<file path="src/rtl/ac_pkg.sv">
// Shared constants and state encoding for the Aho-Corasick text streamer and matcher.
package ac_pkg;

  localparam int CHAR_W = 8;
  localparam int DEPTH  = 32;
  localparam int AW     = 5;

  typedef logic [2:0] state_t;

  localparam state_t S_IDLE   = 3'd0;
  localparam state_t S_PRIME  = 3'd1;
  localparam state_t S_SEND   = 3'd2;
  localparam state_t S_GAP    = 3'd3;
  localparam state_t S_FINISH = 3'd4;

endpackage

</file>
<file path="src/rtl/ac_char_fifo.sv">
// Circular character buffer with registered occupancy flags and a sticky overflow bit.
module ac_char_fifo
  import ac_pkg::*;
#(
  parameter int DEPTH_P  = DEPTH,
  parameter int AW_P     = AW,
  parameter int CHAR_W_P = CHAR_W
) (
  input  logic                clk,
  input  logic                rst,
  input  logic                wr_en,
  input  logic [CHAR_W_P-1:0] wr_data,
  input  logic                pop,
  output logic [CHAR_W_P-1:0] head,
  output logic                full,
  output logic                empty,
  output logic [AW_P:0]       count,
  output logic                overflow
);

  logic [CHAR_W_P-1:0] mem [DEPTH_P];
  logic [AW_P-1:0]     wr_ptr;
  logic [AW_P-1:0]     rd_ptr;
  logic [AW_P:0]       count_nxt;
  logic                wr_ok;

  // A pop in the same cycle frees a slot, so a write while full is still accepted.
  assign wr_ok = wr_en && (!full || pop);
  assign head  = mem[rd_ptr];

  always_comb begin
    count_nxt = count;
    if (wr_ok && !pop)
      count_nxt = count + 1'b1;
    else if (!wr_ok && pop)
      count_nxt = count - 1'b1;
  end

  always_ff @(posedge clk) begin
    if (wr_ok)
      mem[wr_ptr] <= wr_data;
  end

  always_ff @(posedge clk) begin
    if (rst) begin
      wr_ptr   <= '0;
      rd_ptr   <= '0;
      count    <= '0;
      full     <= 1'b0;
      empty    <= 1'b1;
      overflow <= 1'b0;
    end else begin
      if (wr_ok)
        wr_ptr <= wr_ptr + 1'b1;
      if (pop)
        rd_ptr <= rd_ptr + 1'b1;
      count <= count_nxt;
      full  <= (count_nxt == (AW_P+1)'(DEPTH_P));
      empty <= (count_nxt == '0);
      if (wr_en && !wr_ok)
        overflow <= 1'b1;
    end
  end

endmodule

</file>
<file path="src/rtl/ac_text_streamer.sv">
// Replays buffered host characters to the matcher as INITIALIZE/EN two-phase steps.
//
// state  | meaning
// IDLE   | waiting for START
// PRIME  | first INITIALIZE phase of a frame (held by PAUSE)
// SEND   | EN high, STRING carries the popped character
// GAP    | INITIALIZE phase between characters (held by PAUSE)
// FINISH | DONE pulse, then back to IDLE
module ac_text_streamer
  import ac_pkg::*;
#(
  parameter int DEPTH_P  = DEPTH,
  parameter int AW_P     = AW,
  parameter int CHAR_W_P = CHAR_W
) (
  input  logic                CLK,
  input  logic                RST,
  input  logic                WR_EN,
  input  logic [CHAR_W_P-1:0] WR_DATA,
  output logic                FULL,
  output logic                EMPTY,
  output logic [AW_P:0]       COUNT,
  output logic                OVERFLOW,
  input  logic                START,
  input  logic                PAUSE,
  output logic                BUSY,
  output logic                DONE,
  output logic [CHAR_W_P-1:0] STRING,
  output logic                EN,
  output logic                INITIALIZE
);

  state_t              state_q;
  state_t              state_d;
  logic [AW_P:0]       len_q;
  logic [AW_P:0]       len_d;
  logic                pop;
  logic [CHAR_W_P-1:0] head;

  ac_char_fifo #(
    .DEPTH_P  (DEPTH_P),
    .AW_P     (AW_P),
    .CHAR_W_P (CHAR_W_P)
  ) u_fifo (
    .clk      (CLK),
    .rst      (RST),
    .wr_en    (WR_EN),
    .wr_data  (WR_DATA),
    .pop      (pop),
    .head     (head),
    .full     (FULL),
    .empty    (EMPTY),
    .count    (COUNT),
    .overflow (OVERFLOW)
  );

  // Outputs are registered from the next state, so the pop and LEN decrement
  // happen on the edge that enters SEND, with STRING loaded on that same edge.
  always_comb begin
    state_d = state_q;
    len_d   = len_q;
    case (state_q)
      S_IDLE: begin
        if (START) begin
          if (COUNT != '0) begin
            len_d   = COUNT;
            state_d = S_PRIME;
          end else begin
            state_d = S_FINISH;
          end
        end
      end
      S_PRIME, S_GAP: begin
        if (!PAUSE) begin
          len_d   = len_q - 1'b1;
          state_d = S_SEND;
        end
      end
      S_SEND:   state_d = (len_q == '0) ? S_FINISH : S_GAP;
      S_FINISH: state_d = S_IDLE;
      default:  state_d = S_IDLE;
    endcase
  end

  assign pop = (state_d == S_SEND);

  always_ff @(posedge CLK) begin
    if (RST) begin
      state_q    <= S_IDLE;
      len_q      <= '0;
      BUSY       <= 1'b0;
      DONE       <= 1'b0;
      STRING     <= '0;
      EN         <= 1'b0;
      INITIALIZE <= 1'b0;
    end else begin
      state_q    <= state_d;
      len_q      <= len_d;
      BUSY       <= (state_d != S_IDLE);
      DONE       <= (state_d == S_FINISH);
      EN         <= (state_d == S_SEND);
      INITIALIZE <= (state_d == S_PRIME) || (state_d == S_GAP);
      if (state_d == S_SEND)
        STRING <= head;
    end
  end

endmodule

</file>
<file path="config.mk">
export PLATFORM = sky130hd
export DESIGN_NAME = ac_text_streamer
export DESIGN_NICKNAME = d
export VERILOG_FILES = /design/src/rtl/ac_pkg.sv /design/src/rtl/ac_char_fifo.sv /design/src/rtl/ac_text_streamer.sv
export SDC_FILE = /design/constraint.sdc
export NUM_CORES = 1
export LEC_CHECK = 0
export BUFFER_PORTS_ARGS = -buffer_cell sky130_fd_sc_hd__buf_2
export CAP_MARGIN = 40
export CORE_UTILIZATION = 40
export DETAILED_ROUTE_END_ITERATION = 8
export SLEW_MARGIN = 20
export SYNTH_ARGS = -nofsm -noshare
export SYNTH_HDL_FRONTEND = slang
export SYNTH_HIERARCHICAL = 1
export SYNTH_SLANG_ARGS = --single-unit
</file>
<file path="constraint.sdc">
create_clock -name CLK -period 9 [get_ports CLK]
set_input_delay 0.9 -clock CLK [delete_from_list [all_inputs] [get_ports CLK]]
set_output_delay 0.9 -clock CLK [all_outputs]
set_load 0.05 [all_outputs]
</file>
==> results of run 1 <==
[power groups by stage]
stage | Sequential (mW) | Combinational (mW) | Clock, mW
after floorplan | 1.60 | 0.127 | 0
after global placement | 1.59 | 0.209 | 0
after detailed placement | 1.59 | 0.215 | 0
after CTS | 1.56 | 0.216 | 1.43
after global routing | 1.56 | 0.232 | 1.49
final | 1.56 | 0.217 | 1.41
[final cells by class]
class	count	area, um2
fill	2433	15400
timing repair buffer	39	270
clock inverter	16	198
tap	384	480
multi-input combinational	293	3100
clock buffer	46	970
sequential	301	8590
inverter	10	37.5
[worst max-delay path, cell delays in order, from the launching register on]
cell	delay, ns
dfxtp_1	0.34
and2b_2	0.26
nand2_1	0.28
inv_1	0.63
inv_1	0.17
a21boi_1	0.58
nand2_1	0.63
nor2_1	0.77
[synthesized netlist by cell type, types with 2 or more instances]
| cell | instances |
|---|---|
| xnor2_1 | 3 |
| a2bb2oi_1 | 2 |
| buf_1 | 6 |
| mux4_2 | 80 |
| nor3_1 | 5 |
| dfxtp_1 | 45 |
| inv_1 | 10 |
| buf_2 | 2 |
| o21ai_0 | 5 |
| mux2_2 | 8 |
| nand3b_1 | 4 |
| clkbuf_1 | 14 |
| edfxtp_1 | 256 |
| nand3_1 | 3 |
| nor3b_1 | 2 |
| or4_1 | 2 |
| a31oi_1 | 4 |
| and3_1 | 2 |
| a21oi_1 | 19 |
| nand2_1 | 28 |
| a22oi_1 | 3 |
| nor2b_1 | 4 |
| ha_1 | 9 |
| buf_6 | 3 |
| nand4_1 | 5 |
| mux2i_1 | 3 |
| buf_4 | 6 |
| a221oi_1 | 2 |
| nand2b_1 | 3 |
| xor2_1 | 10 |
| nor2_1 | 63 |
| nand4b_1 | 3 |
| o31ai_1 | 3 |
[cell usage in the layout, fill, tap and decap left out, types with 10 or more instances in the layout]
| cell type | n |
|---|---|
| edfxtp_1 | 256 |
| mux4_2 | 80 |
| nor2_1 | 63 |
| dfxtp_1 | 43 |
| clkbuf_16 | 37 |
| buf_2 | 33 |
| nand2_1 | 28 |
| a21oi_1 | 19 |
| inv_1 | 10 |
| xor2_1 | 10 |
[final timing paths]
check             startpoint          endpoint  slack, ns  cells past startpoint
setup / recovery  state_q[2]  u_fifo/mem[7][3]       4.97                      7
hold / removal     STRING[4]         STRING[4]       0.45                      2
setup reg to reg  state_q[2]  u_fifo/mem[7][3]       4.97                      7
hold reg to reg    STRING[4]         STRING[4]       0.45                      2
[layer usage]
layer  global-route usage (%)  vias to the layer above  wire, um
li1                         -                     2639         -
met1                     26.9                     3224     12200
met2                     28.7                      284     12900
met3                     3.74                       51      2030
met4                     7.25                        0       755
met5                        0                        -         0
[cell families after synthesis]
logic type      count (synthesis)  share of synthesized area [%]
mux                            91                           16.1
flops                         301                           72.2
compound gates                 47                           2.63
simple gates                  133                           5.38
fa+ha+maj                       9                          0.946
xor+xnor                       13                          0.957
buf+inv                        42                           1.79
[registers in the layout, summed over array words and instances (netlist names), named ones only]
register and count:
u_fifo/mem 256, STRING 8, len_q 6, u_fifo/count 6, u_fifo/rd_ptr 5, u_fifo/wr_ptr 5, state_q 3, BUSY 1
DONE 1, EN 1, INITIALIZE 1, u_fifo/empty 1, u_fifo/full 1, u_fifo/overflow 1
[stage by stage]
step	setup WS (ns)	power, mW	util (%)
after CTS	5.00	3.21	47.0
after global routing	4.62	3.28	47.1
after global placement	4.74	1.79	42.7
final	4.97	3.18	47.1
after detailed placement	4.54	1.80	42.9
after floorplan	5.70	1.72	-
==> metrics.md, run 1 <==
| Metric | Value |
|---|---|
| Outcome | `finished clean` |
| CTS Root Cell | `clkbuf_16` |
| Clock Skews | `0.0297 ns` |
| Clock buffer depth | `3` |
| Global placement routability congestion | `0.846` |
| First drt pass iteration count | `5` |
| WL final | `27.9 mm` |
| CTS tree | `done` |
| Post-synth ARST share | `0%` |
| Final-report hold violation count | `0` |
| Type of origin of the critical path | `flip-flop` |
| Combinational Power Share | `6.8%` |
| CTS Hold Buffers Added | `0` |
| VDD IR max | `0.119 mV` |
| Sequential area share after synthesis | `72.2%` |
| Ports | `34` |
| Final Non-Filler Cells | `1,089` |
| First-pass GRT wire length | `41.2 mm` |
| Net Switching | `689 uW` |
| Seq cells post-synth | `301` |
| Via count | `6,198` |
| Design Area, Final | `13,700 um2` |
| Tcrit/Tclk final | `44.8%` |
| Crit. End Element | `flip-flop` |
| Largest net degree at the start of global routing | `46` |
| Placed Cells | `1,026` |
| Hold Path Class | `flip-flop to flip-flop` |
| Critical Path AT | `4.18 ns` |
| Clock share of power | `44.2%` |
| Worst-margin pin slew | `0.853 ns` |
| Cell area power density | `233 nW/um2` |
| Die Area | `30,500 um2` |
| Setup violation total in the final timing report | `0` |
| RSZ-0062 raised after global routing | `false` |
| Sequential share of power | `49.0%` |
| CTS sink cnt | `301` |
| Share of layout cells above drive strength 1 | `25.8%` |
| Postcts setup bufs | `0` |
| H-Tree Depth | `2` |
| Post-DP HPWL | `17.5 mm` |
| Yosys warnings | `6` |
| Lkg Pwr | `4.30 nW` |
| Buffers on Ports | `33` |
| Yosys top cell by area | `edfxtp_1` |
| Vias in the first global route | `6,284` |
| Setup TNS | `0 ns` |
| Crit path kind | `flip-flop to flip-flop` |
| Worst Hold Margin | `0.455 ns` |
| Num rows | `62` |
| Top post-synthesis cells by area | `edfxtp_1, mux4_2, dfxtp_1, nor2_1, ha_1` |
| WP data required | `9.15 ns` |
| DRC | `0` |
| Synthesis-to-layout area growth | `14.7%` |
| CTS clk-pin slew, worst paths | `0.05 ns` |
| Area of placed instances | `12,500 um2` |
| P_int | `2.49 mW` |
| Number of flops mapped to enable cells by yosys | `256` |
| Synth Area per Inst | `18.7 um2` |
| Max Cap Viol | `0` |
| Die width | `175 um` |
| GR Overflow Total | `0` |
| Clk_lat worst skew | `0.52 ns` |
| Switch share | `21.7%` |
| Die Y | `175 um` |
| Initial DRC Count | `808` |
| Antenna fix cells | `0` |
| Worst slew margin | `43.1%` |
| Initial antenna violation count | `0` |
| Max Transition Viols Final | `0` |
| Post-Syn Area | `11,900 um2` |
| Mapped Nets | `658` |
| Num CTS Buffers | `34` |
| Detail Route Antenna Nets | `0` |
| Initial Utilization | `41.0%` |
| Synth cell types | `52` |
| Total GRT Usage | `18.9%` |
| Post-CTS sizing | `0` |
| Top_reg_cell synth | `edfxtp_1` |
| Vias per inst | `5.69` |
| Core Box Area | `29,000 um2` |
| Fmax | `0.248 GHz` |
| Area share of the largest cell type after synthesis | `64.6%` |
| WL/cell | `25.6 um` |
| Cells after Synth | `636` |
| Largest fanout on the critical path | `25` |
| Fin nets | `701` |
| Minimum clock period | `4.03 ns` |
Power figures use the tool's default switching activity.
==> run 2, diff against run 1 <==
==> constraint.sdc (replaced) <==
create_clock -name CLK -period 3.3 [get_ports CLK]
set_input_delay 0.33 -clock CLK [delete_from_list [all_inputs] [get_ports CLK]]
set_output_delay 0.33 -clock CLK [all_outputs]
set_load 0.05 [all_outputs]
==> metrics.md, run 2 (same netlist as run 1, synthesis figures left out) <==
| Metric | Value |
|---|---|
| Type of origin of the critical path | `flip-flop` |
| Largest net degree at the start of global routing | `46 (unchanged)` |
| Core Box Area | `29,000 um2 (unchanged)` |
| Crit. End Element | `flip-flop` |
| Die Area | `30,500 um2 (unchanged)` |
| Ports | `34 (unchanged)` |
| Largest regs | `u_fifo/mem: 256 flops, STRING: 8 flops` |
| CTS sink cnt | `301 (unchanged)` |
| Post-DP HPWL | `16.8 mm (-4.3%)` |
| Share of layout cells above drive strength 1 | `30.9% (+5.0 points)` |
| Worst slew margin | `45.7% (+2.6 points)` |
| WL/cell | `23.2 um (-9.3%)` |
| Via count | `6,221 (+0.37%)` |
| Fin nets | `736 (+5.0%)` |
| Overall Power | `8.64 mW (+170%)` |
| Minimum clock period | `2.62 ns (-1.40 ns)` |
| Fmax | `0.381 GHz (+53%)` |
| Vias in the first global route | `6,400 (+1.8%)` |
| CTS Hold Buffers Added | `0 (unchanged)` |
| Num CTS Buffers | `31 (-8.8%)` |
| Max Transition Viols Final | `0 (unchanged)` |
| Max Cap Viol | `0 (unchanged)` |
| H-Tree Depth | `1 (-1)` |
| Final-report hold violation count | `0 (unchanged)` |
| Num rows | `62 (unchanged)` |
| Vias per inst | `5.54 (-2.7%)` |
| Detail Route Antenna Nets | `0 (unchanged)` |
| Cells on worst reg2reg path | `9 (+2)` |
| Most flops, register | `u_fifo/mem` |
| Worst Path Buf+Inv | `4 (+2)` |
| Slowest-stage cell, CP | `dfxtp_1` |
| Clock buffer depth | `3 (unchanged)` |
| CTS Root Cell | `clkbuf_16` |
| CTS tree | `done` |
| Critical Path AT | `2.89 ns (-1.29 ns)` |
| CTS clk-pin slew, worst paths | `0.07 ns (+0.02 ns)` |
| Buffers on Ports | `33 (unchanged)` |
| Worst slack, placed | `0.598 ns (-3.95 ns)` |
| Clock Skews | `0.0189 ns (-0.0108 ns)` |
| Cell family with most CP delay | `buffers and inverters` |
| Hold Path Class | `input port to flip-flop` |
| Tcrit/Tclk final | `79.5% (+35 points)` |
| Global placement routability congestion | `0.784 (-7.4%)` |
| Crit path largest cell delay | `0.39 ns (-0.38 ns)` |
| WHS Path Cells | `3 (+1)` |
| Initial DRC Count | `607 (-25%)` |
| Area of placed instances | `12,700 um2 (+2.2%)` |
| Setup violation total in the final timing report | `0 (unchanged)` |
| Postcts setup bufs | `0 (unchanged)` |
| WL final | `26.1 mm (-6.5%)` |
| CP Cell Sequence | `and2b_2, nand2_1, inv_1, inv_1, a21boi_1, buf_4, nand2_1, nor2_1, buf_4` |
| Die Y | `175 um (unchanged)` |
| Commonest non-fill, non-tap cell in the layout | `edfxtp_1` |
| Design Area, Final | `13,900 um2 (+1.7%)` |
| Initial Utilization | `41.0% (unchanged)` |
| Worst-margin pin slew | `0.813 ns (-0.0401 ns)` |
| Setup TNS | `0 ns (unchanged)` |
| Final worst slack | `0.676 ns (-4.30 ns)` |
| Die width | `175 um (unchanged)` |
| Antenna fix cells | `0 (unchanged)` |
| Max reg flops | `256 (unchanged)` |
| Synthesis-to-layout area growth | `16.6%` |
| Outcome | `finished clean` |
| Crit. path cell count | `9 (+2)` |
| RSZ-0062 raised after global routing | `false` |
| Initial antenna violation count | `0 (unchanged)` |
| Lkg Pwr | `4.47 nW (+3.9%)` |
| Fill cells | `2,430 (-0.12%)` |
| Post-CTS sizing | `0 (unchanged)` |
| First-pass GRT wire length | `39.6 mm (-3.9%)` |
| Clk_lat worst skew | `0.57 ns (+0.05 ns)` |
| Total GRT Usage | `17.6% (-1.3 points)` |
| VDD IR max | `0.329 mV (+180%)` |
| GR Overflow Total | `0 (unchanged)` |
| Cell area power density | `623 nW/um2 (+170%)` |
| First drt pass iteration count | `5 (unchanged)` |
| DRC | `0 (unchanged)` |
| Largest fanout on the critical path | `16 (-36%)` |
| Commonest non-fill, non-tap cells in the layout | `edfxtp_1, mux4_2, nor2_1, dfxtp_1, buf_4` |
| WP data required | `3.56 ns (-5.59 ns)` |
| Crit path kind | `flip-flop to flip-flop` |
run 2: report_power, final:
group / internal [mW] / switching, mW
Combinational: 0.230 / 0.360
Clock: 2.32 / 1.50
Sequential: 4.18 / 0.0542
run 2: metrics by stage:
stage / util (%) / instances / hold WS (ns)
3_5_place_dp: 43.9 / 1064 / 0.450
5_1_grt: 47.8 / 1123 / 0.0800
6_report: 47.8 / 1123 / 0.0787
3_3_place_gp: 43.9 / 1064 / 0.456
4_1_cts: 47.8 / 1122 / 0.0508
2_1_floorplan: - / 636 / 0.429
run 2: area by class of cell:
class	count	area, um2	share of cell area (%)
sequential	301	8590	61.9
multi-input combinational	293	3100	22.3
clock buffer	34	807	5.81
timing repair buffer	77	533	3.84
tap	384	480	3.46
clock inverter	24	327	2.35
inverter	10	37.5	0.270
run 2: worst register-to-register path, delay by kind of cell, from the launching register on:
kind / cells / cell delay [ns]
buffers and inverters: 4 / 0.91
AND/OR/NAND/NOR: 4 / 0.83
flip-flops: 1 / 0.39
AO/OA/AOI/OAI: 1 / 0.20
run 2: final timing paths:
path                                  from                end  slack (ns)
worst max-delay path            state_q[0]  u_fifo/mem[19][2]        0.68
worst min-delay path                 PAUSE         state_q[0]        0.08
worst max register to register  state_q[0]  u_fifo/mem[19][2]        0.68
worst min register to register   STRING[3]          STRING[3]        0.45
run 2: per-layer routing:
| metal | up-vias | GRT usage (%) | share of wire [%] |
|---|---|---|---|
| met5 | - | 0 | 0 |
| met4 | 0 | 4.93 | 2.3 |
| met2 | 216 | 27.8 | 48 |
| li1 | 2693 | - | - |
| met3 | 45 | 3.11 | 6.5 |
| met1 | 3267 | 25.0 | 44 |
